<file path="config.mk">
export PLATFORM = sky130hd
export DESIGN_NAME = dcache_ctrl
export DESIGN_NICKNAME = d
export VERILOG_FILES = /design/src/rtl/dcache_pkg.sv /design/src/rtl/dcache_array.sv /design/src/rtl/dcache_ctrl.sv
export SDC_FILE = /design/constraint.sdc
export NUM_CORES = 2
export LEC_CHECK = 0
export CORE_AREA = 2 2 468 377
export DETAILED_ROUTE_END_ITERATION = 12
export DIE_AREA = 0 0 470 379
export DONT_BUFFER_PORTS = 1
export PLACE_DENSITY_LB_ADDON = 0.08
export SYNTH_ARGS = -nofsm -noshare
export SYNTH_HDL_FRONTEND = slang
export SYNTH_SLANG_ARGS = --single-unit
</file>
<file path="constraint.sdc">
create_clock -name CLK -period 13.65 [get_ports CLK]
set_clock_uncertainty 0.05 [all_clocks]
set_input_delay 4.095 -clock CLK [delete_from_list [all_inputs] [get_ports CLK]]
set_output_delay 4.095 -clock CLK [all_outputs]
set_load 0.03 [all_outputs]
</file>
<file path="src/rtl/dcache_pkg.sv">
// Shared definitions for the direct-mapped write-through data cache controller:
// FSM state encodings, address-field width helpers and field extraction.
package dcache_pkg;

    localparam int DEF_LINES = 16;
    localparam int DEF_WORDS = 4;

    localparam logic [1:0] S_IDLE   = 2'd0;
    localparam logic [1:0] S_REFILL = 2'd1;
    localparam logic [1:0] S_WRITE  = 2'd2;

    function automatic int off_width(input int words);
        return $clog2(words);
    endfunction

    function automatic int idx_width(input int lines);
        return $clog2(lines);
    endfunction

    // Everything above the index and word offset (and the 2 byte bits) is tag.
    function automatic int tag_width(input int lines, input int words);
        return 30 - $clog2(lines) - $clog2(words);
    endfunction

    function automatic logic [31:0] addr_field(input logic [31:0] addr, input int lsb);
        return addr >> lsb;
    endfunction

endpackage

</file>
<file path="src/rtl/dcache_array.sv">
// Line storage: asynchronously cleared valid bits plus unreset tags and data,
// one combinational read port and synchronous word / tag-valid write ports.
module dcache_array
    import dcache_pkg::*;
#(
    parameter int LINES          = DEF_LINES,
    parameter int WORDS_PER_LINE = DEF_WORDS
) (
    input  logic                                         clk_i,
    input  logic                                         rst_i,
    input  logic [idx_width(LINES)-1:0]                  rd_idx_i,
    input  logic [off_width(WORDS_PER_LINE)-1:0]         rd_off_i,
    output logic                                         rd_valid_o,
    output logic [tag_width(LINES, WORDS_PER_LINE)-1:0]  rd_tag_o,
    output logic [31:0]                                  rd_word_o,
    input  logic                                         word_we_i,
    input  logic [idx_width(LINES)-1:0]                  wr_idx_i,
    input  logic [off_width(WORDS_PER_LINE)-1:0]         wr_off_i,
    input  logic [31:0]                                  wr_word_i,
    input  logic                                         fill_we_i,
    input  logic [tag_width(LINES, WORDS_PER_LINE)-1:0]  fill_tag_i
);
    localparam int TAG_W = tag_width(LINES, WORDS_PER_LINE);

    logic [LINES-1:0] valid_q;
    logic [TAG_W-1:0] tag_q  [LINES];
    logic [31:0]      data_q [LINES][WORDS_PER_LINE];

    assign rd_valid_o = valid_q[rd_idx_i];
    assign rd_tag_o   = tag_q[rd_idx_i];
    assign rd_word_o  = data_q[rd_idx_i][rd_off_i];

    always_ff @(posedge clk_i or posedge rst_i) begin
        if (rst_i) begin
            valid_q <= '0;
        end else if (fill_we_i) begin
            valid_q[wr_idx_i] <= 1'b1;
        end
    end

    always_ff @(posedge clk_i) begin
        if (fill_we_i) begin
            tag_q[wr_idx_i] <= fill_tag_i;
        end
        if (word_we_i) begin
            data_q[wr_idx_i][wr_off_i] <= wr_word_i;
        end
    end

endmodule

</file>
<file path="src/rtl/dcache_ctrl.sv">
// Direct-mapped, write-through, read-allocate data cache controller.
// Optional hit/miss counters are built when DCACHE_STATS_EN is defined.
module dcache_ctrl
    import dcache_pkg::*;
#(
    parameter int LINES          = DEF_LINES,
    parameter int WORDS_PER_LINE = DEF_WORDS
) (
    input  logic        CLK,
    input  logic        RST,
    input  logic        CPU_RD,
    input  logic        CPU_WR,
    input  logic [31:0] CPU_ADDR,
    input  logic [31:0] CPU_WDATA,
    output logic [31:0] CPU_RDATA,
    output logic        STALL,
    output logic        MEM_RD,
    output logic        MEM_WR,
    output logic [31:0] MEM_ADDR,
    output logic [31:0] MEM_WDATA,
    input  logic [31:0] MEM_RDATA,
    input  logic        MEM_READY
`ifdef DCACHE_STATS_EN
    ,
    output logic [31:0] HIT_CNT,
    output logic [31:0] MISS_CNT
`endif
);
    localparam int OFF_W   = off_width(WORDS_PER_LINE);
    localparam int IDX_W   = idx_width(LINES);
    localparam int TAG_W   = tag_width(LINES, WORDS_PER_LINE);
    localparam int IDX_LSB = OFF_W + 2;
    localparam int TAG_LSB = IDX_W + OFF_W + 2;

    logic [1:0]       state_q, state_d;
    logic [OFF_W-1:0] cnt_q, cnt_d;

    logic [OFF_W-1:0] off, wr_off;
    logic [IDX_W-1:0] idx;
    logic [TAG_W-1:0] tag, rd_tag;
    logic [31:0]      rd_word, wr_word;
    logic             rd_valid, hit, word_we, fill_we;

    assign off = OFF_W'(addr_field(CPU_ADDR, 2));
    assign idx = IDX_W'(addr_field(CPU_ADDR, IDX_LSB));
    assign tag = TAG_W'(addr_field(CPU_ADDR, TAG_LSB));
    assign hit = rd_valid && (rd_tag == tag);

    // Refill beats land at the counter offset; store hits land at the CPU offset.
    assign wr_off  = (state_q == S_REFILL) ? cnt_q : off;
    assign wr_word = (state_q == S_REFILL) ? MEM_RDATA : CPU_WDATA;

    dcache_array #(
        .LINES          (LINES),
        .WORDS_PER_LINE (WORDS_PER_LINE)
    ) u_array (
        .clk_i      (CLK),
        .rst_i      (RST),
        .rd_idx_i   (idx),
        .rd_off_i   (off),
        .rd_valid_o (rd_valid),
        .rd_tag_o   (rd_tag),
        .rd_word_o  (rd_word),
        .word_we_i  (word_we),
        .wr_idx_i   (idx),
        .wr_off_i   (wr_off),
        .wr_word_i  (wr_word),
        .fill_we_i  (fill_we),
        .fill_tag_i (tag)
    );

    always_comb begin
        state_d   = state_q;
        cnt_d     = cnt_q;
        STALL     = 1'b0;
        CPU_RDATA = '0;
        MEM_RD    = 1'b0;
        MEM_WR    = 1'b0;
        MEM_ADDR  = '0;
        MEM_WDATA = '0;
        word_we   = 1'b0;
        fill_we   = 1'b0;
        case (state_q)
            S_IDLE: begin
                if (CPU_WR) begin
                    STALL   = 1'b1;
                    state_d = S_WRITE;
                end else if (CPU_RD) begin
                    if (hit) begin
                        CPU_RDATA = rd_word;
                    end else begin
                        STALL   = 1'b1;
                        cnt_d   = '0;
                        state_d = S_REFILL;
                    end
                end
            end
            S_REFILL: begin
                STALL    = 1'b1;
                MEM_RD   = 1'b1;
                MEM_ADDR = {CPU_ADDR[31:OFF_W+2], cnt_q, 2'b00};
                if (MEM_READY) begin
                    word_we = 1'b1;
                    cnt_d   = cnt_q + OFF_W'(1);
                    if (&cnt_q) begin
                        fill_we = 1'b1;
                        state_d = S_IDLE;
                    end
                end
            end
            S_WRITE: begin
                STALL     = !MEM_READY;
                MEM_WR    = 1'b1;
                MEM_ADDR  = {CPU_ADDR[31:2], 2'b00};
                MEM_WDATA = CPU_WDATA;
                if (MEM_READY) begin
                    word_we = hit;
                    state_d = S_IDLE;
                end
            end
            default: state_d = S_IDLE;
        endcase
    end

    always_ff @(posedge CLK or posedge RST) begin
        if (RST) begin
            state_q <= S_IDLE;
            cnt_q   <= '0;
        end else begin
            state_q <= state_d;
            cnt_q   <= cnt_d;
        end
    end

`ifdef DCACHE_STATS_EN
    logic [31:0] hit_cnt_q, miss_cnt_q;
    logic        post_refill_q;

    // The hit that completes a refilled load is not counted as a hit.
    always_ff @(posedge CLK or posedge RST) begin
        if (RST) begin
            hit_cnt_q     <= '0;
            miss_cnt_q    <= '0;
            post_refill_q <= 1'b0;
        end else begin
            if (state_q == S_IDLE && CPU_RD && !CPU_WR) begin
                if (!hit) begin
                    miss_cnt_q <= miss_cnt_q + 32'd1;
                end else if (!post_refill_q) begin
                    hit_cnt_q <= hit_cnt_q + 32'd1;
                end
            end
            post_refill_q <= (state_q == S_REFILL) && (state_d == S_IDLE);
        end
    end

    assign HIT_CNT  = hit_cnt_q;
    assign MISS_CNT = miss_cnt_q;
`endif

endmodule

</file>
# Word level (Yosys, flattened, before mapping)
# Memory sizes are Yosys's and may differ from the RTL's.
# Index checks and enable logic that the tools add are counted.
# Widths: inputs -> output; s select.
# word_totals
elab_cells	79
output_inout_bits	99
romBits	0
ramBits	2432
mem_count	2
regBits	20
latch_bits	0
inputBits	101
# op_classes
n_bitwise	3
order_cmp	5
n_mul	0
n_reduce_logical	9
muxes	45
n_shift	0
div_mod_pow	0
n_eq_ne	11
n_addsub	1
# mem_list
memory	words	width	read_ports	rd_ports_with_merged_regs	wr	line	rtl
u_array.data_q	16	128	1	0	1	dcache_array.sv:27	logic [31:0] data_q [LINES][WORDS_PER_LINE];
u_array.tag_q	16	24	1	0	1	dcache_array.sv:26	logic [TAG_W-1:0] tag_q [LINES];
# ops
cell	n
$mux 32	9
$mux 128	1
$bmux 32 s2	1
$demux 32 s2	1
$pmux 32 s2	1
$eq 24x24->1	1
$mux 2	11
$or 16x16->16	1
$mux 1	15
$ne 2x2->1 const B	5
$reduce_and 5->1	2
$ge 3x3->1 const B	2
$ne 3x3->1 const B	2
$not 2->3	2
$pmux 2 s3	1
$lt 4x5->1 const B	1
$bmux 1 s4	1
$demux 1 s4	1
$ge 4x1->1 const B	1
$pmux 2 s2	1
$logic_and 1x1->1	3
$lt 3x1->1 const B	1
$pmux 1 s3	1
$add 2x1->2 const B	1
other kinds (8)	8

# Depth between registers and ports, before layout
# logic_depth
ltp_word	8
depth_mapped	16
mapped_depth_nobuf	9

# Modules after synthesis
# Synthesis repeated with hierarchy kept, for this count alone.
# unflattened
cells_unflattened	4167
area_unflattened_um2	94540.7
# modules_own_cells
module	instances	seq_area_each_um2	area_each_um2	cells_each
dcache_array	1	73430.4	92811.5	3946
dcache_ctrl	1	100.1	1729.2	221

# Least setup slack after synthesis
# OpenSTA, ideal clock, no wires.
# synth_timing
path_kind	input-to-output
start	in CPU_ADDR[4]
end	out CPU_RDATA[10]
path_slack_ns	2.143
path_stages	12
n_path_buf	3
arrival_time_ns	7.362
required_ns	9.505
path_cell_list	buf_6 buf_6 mux4_2 a22oi_1 nand3_1 xor2_1 or4_1 or4_4 nor3_2 nand3_1 buf_2 nor2b_1
# synth_between
elab_chain_cells	8
word_cells_on_any_way	13
classes_between	eq/ne: 1; mux: 9; reduce/logical: 1; memory: 2
# synth_lines
item	line	rtl
start, declared	dcache_ctrl.sv:13	input logic [31:0] CPU_ADDR,
$mem_v2 16x128	--	
$bmux 32 s2	dcache_array.sv:31	assign rd_word_o = data_q[rd_idx_i][rd_off_i];
$mux 32 (not written as such) (2 in a row)	dcache_array.sv:31	
$mux 32 *	dcache_ctrl.sv:89	if (hit) begin
$mux 32 *	dcache_ctrl.sv:88	end else if (CPU_RD) begin
$mux 32 *	dcache_ctrl.sv:85	if (CPU_WR) begin
$mux 32 *	dcache_ctrl.sv:83	case (state_q)
end, declared	dcache_ctrl.sv:15	output logic [31:0] CPU_RDATA,
# Mark *: on every way between the ends. The rest lies on a longest branch, timed or not. The select of a mux whose other input is x is not followed.

# Final worst setup path
# layout_timing
start	in CPU_ADDR[4]
end	out CPU_RDATA[29]
# The elaborated chain is that of the path after synthesis.

==> flow_metrics.py <==
metrics = {
    "status": {
        "status": "finished, final reports clean",
    },
    "yosys": {
        "synth_ff_type": "edfxtp_1",
        "synth-edff-count": 2432,
        "yosys-top-cells-area": "edfxtp_1, mux4_2, mux2i_1, dfrtp_1, clkbuf_1",
        "syn_avg_cell_area_um2": 24.08,
        "syn-instance-count": 3943,
        "syn_area_um2": 94950,
        "ys_types": 60,
        "yosysTopAreaCell": "edfxtp_1",
        "synth_common_cells": "edfxtp_1, mux4_2, clkbuf_1",
        "synth-seq-cells": 2452,
        "seq_area_frac_synth": 0.7744,
        "yosys.area.top_type_share": 0.7691,
        "synth_most_common_cell": "edfxtp_1",
        "ys_warn_count": 0,
        "ys_async_sr_fraction": 0.008157,
    },
    "floorplan": {
        "die_x_um": 470,
        "die_area_um2": 178100,
        "ios": 200,
        "rows": 137,
        "core_area_um2": 173500,
        "start_util": 0.5474,
        "die_y_um": 379,
    },
    "hold_path": {
        "hold_class": "reg -> reg",
    },
    "grt": {
        "grt_max_degree": 647,
        "grt_pass1_vias": 43530,
        "antenna_found_initial": 8,
        "grt_use_total": 0.2718,
        "overflow": 0,
        "grt_pass1_wl_um": 335400,
    },
    "placed_design": {
        "dp_cells": 6165,
        "hpwl_um": 119300,
        "port_buffers": 0,
        "dpl-instance-area_um2": 98600,
        "finalWeightedCongestion": 0.7773,
        "pre_cts_slack_ps": 1850,
    },
    "clock_network": {
        "ctsHoldBuffers": 0,
        "cts_tree": "built",
        "ctsResizeCount": 0,
        "clk_pin_slew_ps": 70,
        "clock_tree.buffer_depth": 3,
        "insertion_delay_ps": 860,
        "h-tree-depth": 4,
        "post_cts_buffers": 0,
        "cts_root_buf": "clkbuf_16",
        "cts_buffers": 225,
        "numClockSinks": 2452,
    },
    "drt": {
        "first_iter_violations": 6008,
        "antenna_left": 0,
        "drcViolationCount": 0,
        "num_vias": 43610,
        "vias_per_cell": 6.620,
        "routed_wirelength_um": 240000,
        "drt_pass1_iterations": 7,
        "wl_per_cell_um": 36.44,
    },
    "pwr": {
        "leakage_nw": 32.61,
        "ir_worst_vdd_uv": 189.1,
        "power.density_nw_per_um2": 151.1,
        "total_power_mw": 15.97,
    },
    "sta": {
        "relSlewSlack": 0.1260,
        "post-route-min-period_ps": 13250,
        "fin_crit_sh": 0.9708,
        "slew_violations": 0,
        "worstMarginPinSlew_ps": 1311,
        "layout_setup_ws_ps": 398.5,
        "final-setup-viol-count": 0,
        "hold_violations": 0,
        "fmax_ghz": 0.07546,
        "finalSetupTns_ps": 0,
        "grt_setup_unrepaired": "false",
    },
    "worst_setup_path": {
        "cp-start-kind": "primary input",
        "crit_chain": "buf_16 -> buf_16 -> mux4_2 -> mux2i_1 -> xor2_1 -> nand3_1 -> o22ai_1 -> nand4_1 -> nor3_2 -> nand3_2 -> buf_4 -> nor2b_1 -> buf_4",
        "path_buf_inv": 4,
        "crit_path_max_incr_delay_ps": 780,
        "cp_max_fo": 155,
        "path_class": "in -> out",
        "arrival_ps": 9110,
        "cp_data_required_time_ps": 9510,
        "critPathCaptureType": "output port",
        "slowest_stage": "buf_16",
        "crit_family": "buffers and inverters",
    },
    "finish": {
        "area_growth_pct": 11.29,
        "fin_nets": 4210,
        "post-route-cell-area_um2": 105700,
        "instances_no_fill": 6587,
        "drive_gt1_frac": 0.3105,
    },
    "job": {
        "maxCapViolations": 0,
    },
}
[final timing paths]
path,from,to,slack [ps],cells after the start
setup / recovery,CPU_ADDR[4],CPU_RDATA[29],400,13
hold / removal,u_array.valid_q[15],u_array.valid_q[15],420,1
setup reg to reg,u_array.tag_q[7][16],u_array.data_q[9][116],7770,9
hold reg to reg,u_array.valid_q[15],u_array.valid_q[15],420,1
max in group asynchronous,RST,u_array.valid_q[1],9720,1
min in group asynchronous,RST,state_q[0],3260,1
[layout by cell type (no fill, tap or decap), drive strengths merged, types with 4 or more instances in the layout]
cell,synthesis,routed
edfxtp,2432,2432
mux4,749,749
clkbuf,118,283
buf,91,142
clkinv,0,118
nor2,88,88
mux2i,70,70
and2,62,62
nor2b,42,42
nand2,40,40
mux2,32,32
a22oi,24,24
nand3,22,22
dfrtp,20,20
xnor2,19,19
xor2,19,19
or2,17,17
inv,12,15
bufinv,0,10
a21oi,8,8
o21ai,8,8
nor4,6,6
and3,5,5
ha,5,5
a22o,4,4
nand4,4,4
nor3,4,4
[power by group]
part           switching, mW  total (mW)  leakage, nW  internal [mW]
clock network           2.72        6.01         3.41           3.28
logic                  0.911        1.28         7.07          0.371
registers            0.00920        8.68         22.1           8.67
total                   3.64        16.0         32.6           12.3
[logic make-up (layout without fill, tap and decap cells)]
| kind of cell | Yosys count | in the layout | synth area share |
|---|---|---|---|
| XOR/XNOR | 38 | 38 | 0.003505 |
| AND/OR/NAND/NOR | 302 | 302 | 0.01663 |
| multiplexers | 851 | 851 | 0.1888 |
| other | 1 | 3 | 0.00003949 |
| buffers and inverters | 221 | 570 | 0.01004 |
| AO/OA/AOI/OAI | 73 | 73 | 0.005903 |
| adder cells (fa/ha/maj) | 5 | 5 | 0.0006589 |
| flip-flops | 2452 | 2452 | 0.7744 |
[stage by stage]
step	hold WS, ps	utilization
global placement	395.4	0.5684
finish	416.3	0.6092
floorplan	383.7	-
detailed placement	398.0	0.5684
CTS	413.6	0.6084
global route	424.7	0.6092
[state kept, by name, summed over array words and instances, names as in the netlist]
register         cells
u_array.valid_q     16
u_array.data_q    2048
cnt_q                2
u_array.tag_q      384
state_q              2
[area by class of cell]
type / instances / area (µm²)
antenna: 1 / 2.502
clock buffer: 283 / 5997
clock inverter: 133 / 937.1
fill: 11850 / 67800
inverter: 12 / 52.55
multi-input combinational: 1271 / 21110
sequential: 2452 / 73530
tap: 2293 / 2869
timing repair buffer: 142 / 1179
[metal layers]
layer	vias up	track usage	wire, µm
met1	24000	0.4119	101900
met4	0	0.07225	6151
met3	343	0.04316	18570
met2	1989	0.4196	113400
li1	17270	-	-
met5	-	0	0
(Power assumes the default switching activity.)
